`src/rtl/keypad_entry_ctrl_pkg.sv`:
```
// Shared definitions for the keypad entry front-end: key codes, FSM states and
// the command mode.
package keypad_entry_ctrl_pkg;

  localparam logic [3:0] KEY_SET       = 4'hA;
  localparam logic [3:0] KEY_LOGIN     = 4'hB;
  localparam logic [3:0] KEY_CANCEL    = 4'hE;
  localparam logic [3:0] KEY_ENTER     = 4'hF;
  localparam logic [3:0] KEY_DIGIT_MAX = 4'h9;

  typedef enum logic [2:0] {
    ST_IDLE       = 3'd0,
    ST_WAIT_DIGIT = 3'd1,
    ST_WAIT_ENTER = 3'd2,
    ST_ISSUE      = 3'd3,
    ST_GAP        = 3'd4
  } entry_state_e;

  typedef enum logic {
    MODE_SET   = 1'b0,
    MODE_LOGIN = 1'b1
  } entry_mode_e;

  function automatic logic is_digit(input logic [3:0] k);
    return k <= KEY_DIGIT_MAX;
  endfunction

  function automatic logic is_mode(input logic [3:0] k);
    return (k == KEY_SET) || (k == KEY_LOGIN);
  endfunction

endpackage

```
`src/rtl/keypad_entry_ctrl_key_debounce.sv`:
```
// Keypad debouncer: one key_evt per accepted press, re-armed only after the
// keypad has been released for DEBOUNCE_CYC consecutive cycles.
module key_debounce #(
  parameter int DEBOUNCE_CYC = 16
) (
  input  logic       clk,
  input  logic       rst,
  input  logic       key_raw_valid,
  input  logic [3:0] key_raw,
  output logic       key_evt,
  output logic [3:0] key_code
);

  localparam int CW = $clog2(DEBOUNCE_CYC + 1);
  localparam logic [CW-1:0] CNT_MAX = CW'(DEBOUNCE_CYC);

  logic          prev_valid;
  logic [3:0]    prev_code;
  logic [CW-1:0] press_cnt;
  logic [CW-1:0] rel_cnt;
  logic          locked;

  always_ff @(posedge clk) begin
    if (rst) begin
      prev_valid <= 1'b0;
      prev_code  <= 4'h0;
      press_cnt  <= '0;
      rel_cnt    <= '0;
      locked     <= 1'b0;
      key_evt    <= 1'b0;
      key_code   <= 4'h0;
    end else begin
      prev_valid <= key_raw_valid;
      prev_code  <= key_raw;

      // press_cnt = length of the current run of one valid code, saturating
      if (!key_raw_valid) begin
        press_cnt <= '0;
      end else if (!prev_valid || (key_raw != prev_code)) begin
        press_cnt <= CW'(1);
      end else if (press_cnt != CNT_MAX) begin
        press_cnt <= press_cnt + CW'(1);
      end

      if (key_raw_valid) begin
        rel_cnt <= '0;
      end else if (rel_cnt != CNT_MAX) begin
        rel_cnt <= rel_cnt + CW'(1);
      end

      key_evt <= 1'b0;
      if (locked) begin
        if (rel_cnt == CNT_MAX) begin
          locked <= 1'b0;
        end
      end else if (press_cnt == CNT_MAX) begin
        key_evt  <= 1'b1;
        key_code <= prev_code;
        locked   <= 1'b1;
      end
    end
  end

endmodule

```
`src/rtl/keypad_entry_ctrl.sv`:
```
// Keypad entry parser: turns debounced [mode, digit, enter] sequences into
// one-cycle set_pin/login commands followed by a quiet gap.
module keypad_entry_ctrl
  import keypad_entry_ctrl_pkg::*;
#(
  parameter int DEBOUNCE_CYC = 16,
  parameter int TIMEOUT_CYC  = 1000,
  parameter int CMD_GAP      = 8
) (
  input  logic       clk,
  input  logic       rst,
  input  logic       key_raw_valid,
  input  logic [3:0] key_raw,
  output logic [3:0] pin,
  output logic [3:0] login_pin,
  output logic       set_pin,
  output logic       login,
  output logic       busy,
  output logic       entry_err
);

  localparam int TW = $clog2(TIMEOUT_CYC + 1);
  localparam int GW = $clog2(CMD_GAP + 1);
  localparam logic [TW-1:0] TIMER_LAST = TW'(TIMEOUT_CYC - 1);
  localparam logic [GW-1:0] GAP_LAST   = GW'(CMD_GAP - 1);

  logic       key_evt;
  logic [3:0] key_code;

  key_debounce #(
    .DEBOUNCE_CYC(DEBOUNCE_CYC)
  ) u_deb (
    .clk          (clk),
    .rst          (rst),
    .key_raw_valid(key_raw_valid),
    .key_raw      (key_raw),
    .key_evt      (key_evt),
    .key_code     (key_code)
  );

  entry_state_e  state, state_n;
  entry_mode_e   mode, mode_n;
  logic [3:0]    digit, digit_n;
  logic [TW-1:0] timer, timer_n;
  logic [GW-1:0] gap_cnt, gap_n;
  logic          err_n, set_n, login_n;

  always_comb begin
    state_n = state;
    mode_n  = mode;
    digit_n = digit;
    timer_n = timer;
    gap_n   = gap_cnt;
    err_n   = 1'b0;
    set_n   = 1'b0;
    login_n = 1'b0;
    case (state)
      ST_IDLE: begin
        if (key_evt && is_mode(key_code)) begin
          mode_n  = (key_code == KEY_SET) ? MODE_SET : MODE_LOGIN;
          state_n = ST_WAIT_DIGIT;
          timer_n = '0;
        end
      end
      ST_WAIT_DIGIT, ST_WAIT_ENTER: begin
        if (key_evt) begin
          timer_n = '0;
          if (is_digit(key_code)) begin
            digit_n = key_code;
            state_n = ST_WAIT_ENTER;
          end else if (is_mode(key_code)) begin
            mode_n  = (key_code == KEY_SET) ? MODE_SET : MODE_LOGIN;
            state_n = ST_WAIT_DIGIT;
          end else if (key_code == KEY_CANCEL) begin
            state_n = ST_IDLE;
          end else if (key_code == KEY_ENTER) begin
            // enter with no digit yet is an illegal sequence
            if (state == ST_WAIT_DIGIT) begin
              err_n   = 1'b1;
              state_n = ST_IDLE;
            end else begin
              state_n = ST_ISSUE;
              set_n   = (mode == MODE_SET);
              login_n = (mode == MODE_LOGIN);
            end
          end
        end else if (timer == TIMER_LAST) begin
          err_n   = 1'b1;
          state_n = ST_IDLE;
        end else begin
          timer_n = timer + TW'(1);
        end
      end
      ST_ISSUE: begin
        state_n = ST_GAP;
        gap_n   = '0;
      end
      ST_GAP: begin
        if (gap_cnt == GAP_LAST) begin
          state_n = ST_IDLE;
        end else begin
          gap_n = gap_cnt + GW'(1);
        end
      end
      default: state_n = ST_IDLE;
    endcase
  end

  // Outputs are registered from next-state values so the pulse and its code
  // become visible together during the ISSUE cycle.
  always_ff @(posedge clk) begin
    if (rst) begin
      state     <= ST_IDLE;
      mode      <= MODE_SET;
      digit     <= 4'h0;
      timer     <= '0;
      gap_cnt   <= '0;
      pin       <= 4'h0;
      login_pin <= 4'h0;
      set_pin   <= 1'b0;
      login     <= 1'b0;
      entry_err <= 1'b0;
      busy      <= 1'b0;
    end else begin
      state     <= state_n;
      mode      <= mode_n;
      digit     <= digit_n;
      timer     <= timer_n;
      gap_cnt   <= gap_n;
      set_pin   <= set_n;
      login     <= login_n;
      entry_err <= err_n;
      busy      <= (state_n != ST_IDLE);
      if (set_n) begin
        pin <= digit;
      end
      if (login_n) begin
        login_pin <= digit;
      end
    end
  end

endmodule

```
`config.mk`:
```
export PLATFORM = sky130hd
export DESIGN_NAME = keypad_entry_ctrl
export DESIGN_NICKNAME = d
export VERILOG_FILES = /design/src/rtl/keypad_entry_ctrl_pkg.sv /design/src/rtl/keypad_entry_ctrl_key_debounce.sv /design/src/rtl/keypad_entry_ctrl.sv
export SDC_FILE = /design/constraint.sdc
export NUM_CORES = 1
export LEC_CHECK = 0
export CORE_MARGIN = 5
export CORE_UTILIZATION = 50
export DETAILED_ROUTE_END_ITERATION = 10
export PLACE_DENSITY = 0.81
export SKIP_LAST_GASP = 1
export SYNTH_ARGS = -nofsm -noshare
export SYNTH_HDL_FRONTEND = slang
export SYNTH_SLANG_ARGS = --single-unit
```
`constraint.sdc`:
```
create_clock -name clk -period 3 [get_ports clk]
set_input_delay 0.6 -clock clk [delete_from_list [all_inputs] [get_ports clk]]
set_output_delay 0.6 -clock clk [all_outputs]
set_load 0.005 [all_outputs]
```
Yosys cells after proc, flatten, opt, wreduce, memory -nomap -nowiden
Index checks and enable logic that the tools add are counted.
W data, S select, Z words.

word-level totals
  register bits = 55
  input port bits = 7
  memories = 0
  memory bits (writable) = 0
  bits in latches = 0
  ROM bits = 0

operators by class
  equality and inequality tests = 21
  shift-type cells = 0
  reduce and logical (&&, ||, !) cells = 20
  magnitude comparators = 1
  $mul = 0
  $add $sub $neg = 4
  bitwise gates (word level) = 4
  div/mod/pow operators = 0
  multiplexer cells = 48

operators with widths
  operator                 number
  $mux W1                  31
  $mux W10                 3
  $mux W3                  8
  $pmux W10 S2             1
  $eq A4 B4 Y1 const B     4
  $pmux W3 S4              1
  $add A10 B1 Y10 const B  1
  $add A5 B1 Y5 const B    2
  $eq A10 B10 Y1 const B   1
  $eq A5 B5 Y1 const B     2
  $ne A5 B5 Y1 const B     2
  $reduce_or A2 Y1         5
  $ne A2 B2 Y1 const B     4
  $pmux W4 S2              1
  $eq A3 B2 Y1 const B     2
  $reduce_and A3 Y1        2
  $reduce_bool A2 Y1       3
  $reduce_and A5 Y1        1
  $add A4 B1 Y4 const B    1
  $eq A4 B3 Y1 const B     1
  $le A4 B4 Y1 const B     1
  $mux W4                  1
  $ne A4 B4 Y1             1
  $not A1 Y1               4
  other kinds (13)         15

Longest topological paths before layout
Gate-level depths: netlist of the first run.

  depth in word-level cells = 9
  gate-level depth with buffers = 7
  depth with buffers taken out = 6

By module
From an unflattened synthesis of the first run, not the netlist that was laid out.

second synthesis, totals
  cell total of the unflattened synthesis = 288
  area total of the unflattened synthesis = 2560.0 um2

modules (own cells, without submodules)
  module             instances  seq. area each (um2)  cells an instance  area an instance (um2)
  keypad_entry_ctrl  1          680.7                 199                1684.1
  key_debounce       1          420.4                 89                 875.8

Worst setup path before layout of the first run
No wires, ideal clock.

  path kind = input -> register
  start = in rst
  end = reg digit[0]
  data required time = 2.872 ns
  buffers on the path = 3
  cell stages on the path = 4
  data arrival time = 1.443 ns
  path slack = 1.430 ns
  path through = clkbuf_1 -> clkbuf_1 -> clkbuf_1 -> nor2_1

RTL lines
  element               RTL line                  source
  start, declared       keypad_entry_ctrl.sv:11   input logic rst,
  end signal, assigned  keypad_entry_ctrl.sv:127  digit <= digit_n;
  end, declared         keypad_entry_ctrl.sv:43   logic [3:0] digit, digit_n;

No word-level cell between the ends.

Worst setup path in the final report of the first run
  start = reg state[1]
  end = reg pin[3]

on the way
  longest elaborated chain between the ends = 8

ends and longest elaborated chain
  element                 RTL line                                          source
  start, declared         keypad_entry_ctrl.sv:41                           entry_state_e state, state_n;
  start signal, assigned  keypad_entry_ctrl.sv:125                          state <= state_n;
  $eq A3 B1 Y1            keypad_entry_ctrl.sv:57, keypad_entry_ctrl.sv:78
  $mux W1                 keypad_entry_ctrl.sv:78                           if (state == ST_WAIT_DIGIT) begin
  $mux W1                 keypad_entry_ctrl.sv:76                           end else if (key_code == KEY_ENTER) begin
  $mux W1                 keypad_entry_ctrl.sv:74                           end else if (key_code == KEY_CANCEL) begin
  $mux W1                 keypad_entry_ctrl.sv:71                           end else if (is_mode(key_code)) begin
  $mux W1                 keypad_entry_ctrl.sv:68                           if (is_digit(key_code)) begin
  $mux W1                 keypad_entry_ctrl.sv:66                           if (key_evt) begin
  $mux W1 *               keypad_entry_ctrl.sv:57                           case (state)
  end signal, assigned    keypad_entry_ctrl.sv:135                          pin <= digit;
  end, declared           keypad_entry_ctrl.sv:14                           output logic [3:0] pin,

Mark *: on every way between the ends. The rest lies on a longest branch, timed or not.
A chain may end at the register's enable or synchronous reset.

==> results.yml, run 1 <==
synth:
  synth_flop_cell: "dfxtp_1"
  synth_top_cell_area_share_pct: 41.3
  synthArstFlopShare_pct: 0
  yosysMostFrequentCell: "dfxtp_1"
  syn_inst: 289
  synth_common_cells: "dfxtp_1 (55), mux2i_1 (25), nand3_1 (24)"
  syn_area_um2: 2670
  yosysWarnings: 0
  synthesis.nets: 302
  synth_edf_count: 0
  ys_seq_area_share_pct: 41.3
  ys_types: 51
  netlist_top_cells_area: "dfxtp_1 (41%), mux2i_1 (9.4%), nand3_1 (4.5%)"
  ys_seq_elements: 55
  syn_area_per_cell_um2: 9.23
  yosys.area.top_type: "dfxtp_1"
timing:
  worstMarginPinSlew_ns: 0.590
  final_hold_viol_count: 0
  slew-limit-headroom_pct: 60.6
  slew_violations: 0
  setup_viol: 0
  tns_ns: 0
  hold_ws_ns: 0.461
  rsz0062_at_grt: "no"
  fmax_ghz: 0.487
  timing.final.crit_share_pct: 68.4
  clock_skew_ns: 0.0115
  fin_ws_ns: 0.948
  fin_crit_ns: 2.05
cts:
  clk_latency_ns: 0.32
  numClockSinks: 55
  cts_max_path_buffers: 2
  holdBufCountCts: 0
  htree_levels: 2
  cts_resized: 0
  cts_buffers: 5
  cts_post_setup_buffers_inserted: 0
  tritoncts: "yes"
  path_clk_slew_ns: 0.10
  root_buffer: "clkbuf_8"
die:
  core_area_um2: 5140
  fp.dieH_um: 83.0
  rows: 26
  io_pins: 19
  die_x_um: 83.0
  dieArea_um2: 6890
  start_util_pct: 51.9
power:
  pwr_density_cell_nw_per_um2: 407
  irDropWorstVdd_uv: 206
  leakage_nw: 1.04
outcome:
  run_status: "finished clean"
placed_design:
  gp_congestion: 0.851
  io_buffers: 18
  place_ws_ns: 0.862
  hpwl_mm: 3.51
  placed_cells: 364
finish:
  fin_nets: 314
  largest_reg_flops: 10
  top_regs: "timer: 10 flops, u_deb.press_cnt: 5 flops, u_deb.rel_cnt: 5 flops"
  fill_cells: 474
  largest_register: "timer"
  area_delta_synth_final_pct: 11.2
  regArea_um2: 1100
  multi_input_area_um2: 1450
  layout-drive-gt1-share_pct: 6.62
  stdcell_count: 372
  num_antenna_cells: 0
setup_path:
  critPathKind: "reg -> reg"
  critPathCaptureType: "flop"
  worstSetupStartpointType: "flop"
  cp_data_required_time_ns: 3.25
  crit_fanout: 22
  critPathArrivalTime_ns: 2.30
routing:
  drtIter0Drc: 288
  vias: 2069
  via_per_inst: 5.56
  remaining_drc_errors: 0
  drtPass1Iterations: 4
  wl_per_cell_um: 13.1
  totalWireLength_mm: 4.87
  final_antenna_net_count: 0
global_routing:
  grt_pass1_wl_mm: 8.73
  grt_max_degree: 32
  antenna_found_initial: 0
  overflow: 0
  track_usage_pct: 15.1
  grt_pass1_vias: 1983
hold_path:
  hp-class: "reg -> reg"
flow_run:
  cap_violations: 0
## report_power, final
group          switching (mW)  internal [mW]
registers             0.00425          0.735
logic                  0.0236         0.0229
clock network           0.252          0.169
## layout by cell type, fill, tap and decap left out, drive strengths merged, types with 8 or more instances in the layout
master         Yosys  layout
a21oi             12      12
clkdlybuf4s50      0      18
dfxtp             55      55
inv               10      12
mux2i             25      25
nand2              8       8
nand2b            13      13
nand3             25      25
nand3b             9       9
nand4              8       8
nor2              22      22
nor2b              9       9
nor3              12      12
xor2               9       9
## worst paths after layout
kind,cells past startpoint,start,endpoint,slack (ns)
max reg2reg,4,state[1],pin[3],0.95
min reg2reg,2,digit[3],digit[3],0.46
max,4,state[1],pin[3],0.95
min,2,digit[3],digit[3],0.46
## area by class of cell
| cell class | count | area share [%] |
|---|---|---|
| tap | 70 | 2.95 |
| clock inverter | 3 | 0.759 |
| sequential | 55 | 37.1 |
| timing repair buffer | 20 | 6.58 |
| inverter | 10 | 1.27 |
| clock buffer | 5 | 2.32 |
| multi-input combinational | 209 | 49.0 |
## layer usage
| layer | share of wire (%) | track usage, % | up-vias |
|---|---|---|---|
| met1 | 48 | 18.9 | 962 |
| met3 | 4.6 | 3.96 | 8 |
| li1 | - | - | 1050 |
| met4 | 2.3 | 7.58 | 0 |
| met2 | 45 | 24.0 | 49 |
| met5 | 0 | 0 | - |
## critical path: stages (launching register included)
cell and delay (ns):
dfxtp_1 0.61, xor2_4 0.21, nand3_2 0.36, nor4_2 0.58
mux2i_1 0.23
## cell families (layout without fill, tap and decap cells)
logic type	count (synthesis)	count (layout)	share of synthesized area, %
AND/OR/NAND/NOR	126	126	27.4
XOR/XNOR	15	15	5.63
buffers and inverters	25	38	4.22
AO/OA/AOI/OAI	37	37	9.29
adder cells (fa/ha/maj)	6	6	2.82
flip-flops	55	55	41.3
multiplexers	25	25	9.39
## metrics by stage
step / instance area (um2) / util [%] / total power, mW
after global placement: 2870 / 55.9 / 0.802
after detailed placement: 2870 / 55.9 / 0.804
after CTS: 2970 / 57.7 / 1.22
after floorplan: 2670 / - / 0.787
after global routing: 2970 / 57.7 / 1.26
final: 2970 / 57.7 / 1.21
(Power assumes the default switching activity.)
==> inputs of run 2 (changes only) <==
PLACE_DENSITY = 0.83   (was 0.81)
clock period = 1.8 ns   (was 3 ns; I/O delays follow)
==> run 2 against run 1 <==
Effect of this change:
- first-iteration DRC count shrank 22%
- global-route usage grew 1.1 points
- largest cell class unchanged
- core utilization grew 3.4 points
- sequential power grew 66%
- combinational power grew 85%
- cell count grew 5.6%
- count of clock-buffer cells in the layout is the same
- cell area grew 5.9%
==> results.yml, run 2 (synthesis gave the netlist of run 1 again) <==
setup_path:
  crit_buf_inv: 2
  crit_family: "flip-flops"
  critPathCaptureType: "flop"
  worstSetupStartpointType: "flop"
  crit_chain: "buf_4 > xnor2_1 > nor2_1 > buf_4 > a21boi_2 > mux2i_1"
  slowest_delay_ns: 0.53
  crit_slowest_cell: "dfxtp_1"
  cp_data_required_time_ns: 2.05
  critPathArrivalTime_ns: 1.95
  cp_common_cell: "buf_4"
  crit_fanout: 7
  critPathKind: "reg -> reg"
finish:
  final_cell_mix: "dfxtp_1 (52), mux2i_1 (25), nand3_1 (24)"
  largest_register: "timer"
  largest_reg_flops: 10
  final_common_cell: "dfxtp_1"
  top_regs: "timer: 10 flops, u_deb.press_cnt: 5 flops, u_deb.rel_cnt: 5 flops"
  area_delta_synth_final_pct: 17.8
  fill_cells: 457
  fin_nets: 335
  multi_input_area_um2: 1470
  layout-drive-gt1-share_pct: 13.9
  regArea_um2: 1100
  num_antenna_cells: 0
routing:
  totalWireLength_mm: 5.37
  drtPass1Iterations: 5
  via_per_inst: 5.57
  remaining_drc_errors: 0
  wl_met2_mm: 2.64
  dr_wl_met3_um: 220
  drtIter0Drc: 225
  final_antenna_net_count: 0
  wl_per_cell_um: 13.7
  vias: 2189
  wl_met1_mm: 2.37
  routed.top_layer: "met4"
timing:
  setup_viol: 0
  worstMarginPinSlew_ns: 0.545
  fin_crit_ns: 1.70
  final_hold_viol_count: 0
  slew_violations: 0
  clock_skew_ns: 0.00654
  rsz0062_at_grt: "yes"
  hold_ws_ns: 0.462
  timing.final.crit_share_pct: 94.5
  fmax_ghz: 0.588
  slew-limit-headroom_pct: 63.5
cts:
  path_clk_slew_ns: 0.10
  root_buffer: "clkbuf_8"
  htree_levels: 2
  cts_buffers: 5
  cts_max_path_buffers: 2
  holdBufCountCts: 0
  clk_latency_ns: 0.32
  tritoncts: "yes"
  numClockSinks: 55
outcome:
  run_status: "finished clean"
global_routing:
  antenna_found_initial: 0
  overflow: 0
  grt_pass1_wl_mm: 9.38
  track_usage_pct: 16.3
  grt_pass1_vias: 2137
  grt_max_degree: 29
die:
  core_area_um2: 5140
  rows: 26
  io_pins: 19
  dieArea_um2: 6890
  start_util_pct: 51.9
  fp.dieH_um: 83.0
  die_x_um: 83.0
power:
  irDropWorstVdd_uv: 279
  total_power_mw: 2.03
  pwr_density_cell_nw_per_um2: 646
  leakage_nw: 1.14
placed_design:
  io_buffers: 18
  hpwl_mm: 3.92
  gp_congestion: 0.841
flow_run:
  cap_violations: 0
hold_path:
  hp-class: "reg -> reg"
run 2: cell types whose count changed in the layout (fill, tap and decap cells not counted), sizes merged:
| cell | previous run | this run |
|---|---|---|
| buf | 2 | 23 |
| clkinvlp | 0 | 1 |
| inv | 12 | 11 |
run 2: stage by stage:
| step | setup TNS [ns] | std cells | util [%] | instance area (um2) | setup WS, ns |
|---|---|---|---|---|---|
| final | 0 | 393 | 61.1 | 3140 | 0.0993 |
| after global routing | -0.0102 | 393 | 61.1 | 3140 | -0.0102 |
| after CTS | 0 | 392 | 60.6 | 3120 | 0.0908 |
| after detailed placement | 0 | 384 | 58.8 | 3020 | 0.0812 |
| after global placement | 0 | 384 | 58.8 | 3020 | 0.153 |
| after floorplan | 0 | 289 | - | 2670 | 0.250 |
run 2: final timing paths:
kind / startpoint / end / slack [ns] / cells past startpoint
worst max-delay path: state[0] / timer[1] / 0.1 / 6
worst min-delay path: digit[3] / digit[3] / 0.46 / 2
worst max register to register: state[0] / timer[1] / 0.1 / 6
worst min register to register: digit[3] / digit[3] / 0.46 / 2
run 2: worst reg2reg max path, delay by kind of cell (launching register included):
kind / cells / cell delay (ns)
AND/OR/NAND/NOR: 1 / 0.12
AO/OA/AOI/OAI: 1 / 0.22
XOR/XNOR: 1 / 0.20
multiplexers: 1 / 0.21
buffers and inverters: 2 / 0.37
flip-flops: 1 / 0.53
run 2: metal layers:
metal | vias up | GRT usage, %
li1 | 1089 | -
met1 | 1027 | 19.1
met4 | 0 | 7.28
met3 | 9 | 3.76
met2 | 64 | 28.1
met5 | - | 0
run 2: where the power goes:
group	switching, mW	leakage [nW]	internal, mW	total [mW]
Combinational	0.0422	0.652	0.0440	0.0862
Clock	0.428	0.0461	0.282	0.710
Sequential	0.00729	0.446	1.23	1.23
run 2: area by class of cell:
type                            count  area share, %
Multi-Input combinational cell    209           46.7
Tap cell                           70           2.79
Clock buffer                        5           2.19
Clock inverter                      3          0.757
Inverter                           10           1.20
Sequential cell                    55           35.2
Timing Repair Buffer               41           11.2
run 2: timing repair:
item	CTS	global route
gates resized for setup	0	5
setup endpoints to repair	0	8
buffers inserted	0	1
==> inputs of run 3 (changes only) <==
ABC_AREA = 1   (was default)
PLACE_DENSITY = 0.84   (was 0.83)
clock period = 1.42 ns   (was 1.8 ns; I/O delays follow)
==> run 3 against run 2 <==
Effect of this change:
- global-route usage is 0.66 points higher
- via count is 7.5% higher
- flip-flop and latch count stayed put
- core utilization is 6.2 points higher
- the flow now finishes with violations (setup timing)
- count of clock-buffer cells in the layout is 1 higher
- non-clock buffer count is 9 higher
- total power is 28% higher
- largest cell class unchanged
==> results.yml, run 3 <==
finish:
  largest_reg_flops: 10
  design_area_um2: 3220
  final_cell_mix: "nand2_1 (50), inv_1 (43), nor2_1 (42)"
  stdcell_count: 459
  num_antenna_cells: 0
  fill_cells: 379
  postLayoutCoreUtil_pct: 67.3
  fin_nets: 404
  top_regs: "timer: 10 flops, u_deb.press_cnt: 5 flops, u_deb.rel_cnt: 5 flops"
  final_common_cell: "nand2_1"
  largest_register: "timer"
  multi_input_area_um2: 1300
  layout-drive-gt1-share_pct: 22.7
  area_delta_synth_final_pct: 28.4
  regArea_um2: 1120
synth:
  syn_area_um2: 2510
  synth_edf_count: 0
  ys_seq_area_share_pct: 43.9
  yosys.area.top_type: "dfxtp_1"
  ys_types: 32
  synthesis.nets: 355
  ys_seq_elements: 55
  synth_top_cell_area_share_pct: 43.9
  yosysMostFrequentCell: "dfxtp_1"
  syn_inst: 342
  netlist_top_cells_area: "dfxtp_1 (44%), nand2_1 (8.1%), a21oi_1 (7.2%)"
  synthArstFlopShare_pct: 0
  synth_flop_cell: "dfxtp_1"
  syn_area_per_cell_um2: 7.34
  synth_common_cells: "dfxtp_1 (55), nand2_1 (54), inv_1 (46)"
  yosysWarnings: 0
timing:
  fmax_ghz: 0.687
  slew-limit-headroom_pct: 82.2
  final_hold_viol_count: 0
  fin_ws_ns: -0.0354
  setup_viol: 2
  clock_skew_ns: 0.0144
  fin_crit_ns: 1.46
  worstMarginPinSlew_ns: 0.264
  tns_ns: -0.0373
  rsz0062_at_grt: "yes"
  timing.final.crit_share_pct: 102
  slew_violations: 0
cts:
  cts_max_path_buffers: 2
  path_clk_slew_ns: 0.11
  htree_levels: 2
  tritoncts: "yes"
  cts_buffers: 5
  holdBufCountCts: 0
  numClockSinks: 55
  clk_latency_ns: 0.32
  root_buffer: "clkbuf_8"
flow_run:
  cap_violations: 0
routing:
  via_per_inst: 5.13
  vias: 2354
  wl_per_cell_um: 12.0
  remaining_drc_errors: 0
  drtIter0Drc: 137
  drtPass1Iterations: 4
  totalWireLength_mm: 5.52
  final_antenna_net_count: 0
power:
  leakage_nw: 1.47
  irDropWorstVdd_uv: 658
  seq_power_share_pct: 59.8
  comb_power_share_pct: 4.1
  internal_power_mw: 2.01
  p_clk_share_pct: 36.2
  pwr_density_cell_nw_per_um2: 809
  p_sw_mw: 0.596
  netSwitchingFraction_pct: 22.9
die:
  io_pins: 19
  dieArea_um2: 6530
  rows: 25
  die_x_um: 80.8
  fp.dieH_um: 80.8
  start_util_pct: 52.4
  core_area_um2: 4790
setup_path:
  crit_fanout: 6
  reg2reg_to: "pin[1]"
  critPathArrivalTime_ns: 1.66
  cp_data_required_time_ns: 1.63
  r2r_cells: 9
  crit_start: "state[1]"
  critPathKind: "reg -> reg"
  r2r_setup_slack_ns: -0.04
  worstSetupStartpointType: "flop"
  critPathCaptureType: "flop"
  crit_path_end: "pin[1]"
  r2r_start: "state[1]"
global_routing:
  track_usage_pct: 16.9
  grt_pass1_wl_mm: 8.80
  overflow: 0
  grt_max_degree: 19
  antenna_found_initial: 0
  grt_pass1_vias: 2127
placed_design:
  post_dp_cell_area_um2: 2940
  hpwl_mm: 3.79
  io_buffers: 18
  placed_cells: 447
  gp_congestion: 0.848
outcome:
  run_status: "finished, violations left"
  violations: "setup timing"
hold_path:
  hp-class: "reg -> reg"
run 3: how the worst min path moves through the flow:
| stage | end | start | depth (start not counted) | slack, ns |
|---|---|---|---|---|
| finish | gap_cnt[0] | gap_cnt[0] | 1 | 0.45 |
| global route | gap_cnt[0] | gap_cnt[0] | 1 | 0.48 |
| CTS | u_deb.rel_cnt[4] | u_deb.rel_cnt[4] | 2 | 0.47 |
| detailed placement | u_deb.rel_cnt[4] | u_deb.rel_cnt[4] | 2 | 0.46 |
| global placement | u_deb.locked | u_deb.locked | 2 | 0.45 |
| floorplan | u_deb.prev_code[2] | key_raw[2] | 2 | 0.39 |
run 3: per-stage QoR:
| step | power [mW] | setup WS (ns) | hold slack, ns |
|---|---|---|---|
| CTS | 2.63 | -0.00191 | 0.471 |
| finish | 2.60 | -0.0354 | 0.448 |
| global route | 2.70 | -0.164 | 0.477 |
| global placement | 1.70 | -0.0118 | 0.448 |
| floorplan | 1.65 | 0.00420 | 0.391 |
| detailed placement | 1.70 | -0.0705 | 0.456 |
run 3: power groups by stage:
stage,Sequential [mW],Clock (mW),Combinational [mW]
after floorplan,1.60,0,0.0534
after global placement,1.60,0,0.0988
after detailed placement,1.60,0,0.104
after CTS,1.56,0.960,0.105
after global routing,1.56,1.02,0.120
final,1.56,0.942,0.106
run 3: logic make-up after synthesis:
group                    count (synthesis)  synth area share [%]
AO/OA/AOI/OAI                           69                  14.3
XOR/XNOR                                 3                  1.05
adder cells (fa/ha/maj)                  6                  2.99
buffers and inverters                   55                  8.88
flip-flops                              55                  43.9
AND/OR/NAND/NOR                        154                  28.9
run 3: metal layers:
metal | vias to the layer above | track usage, % | wire (um)
met5 | - | 0 | 0
met4 | 0 | 6.42 | 126
met3 | 11 | 4.10 | 281
met2 | 58 | 29.4 | 2730
met1 | 1077 | 20.1 | 2380
li1 | 1208 | - | -
run 3: worst max-delay path, cell delays in order, from the launching register on:
cell and delay, ns:
dfxtp_4 0.38, buf_4 0.14, inv_1 0.05, nand3_1 0.13
nand2_1 0.10, nor2_1 0.06, nand2_4 0.11, inv_2 0.06
o21ai_0 0.23, nor2_1 0.09
run 3: what timing repair did:
| item | in CTS | in global routing |
|---|---|---|
| pin swaps | 3 | 13 |
| setup buffers | 1 | 3 |
| resized for setup | 19 | 45 |
| setup endpoints to repair | 20 | 32 |
run 3: layout make-up:
class / count / share of cell area (%)
Clock inverter: 2 / 0.622
Inverter: 47 / 5.63
Timing Repair Buffer: 50 / 13.4
Multi-Input combinational cell: 232 / 40.2
Sequential cell: 55 / 34.9
Clock buffer: 6 / 2.56
Tap cell: 67 / 2.60
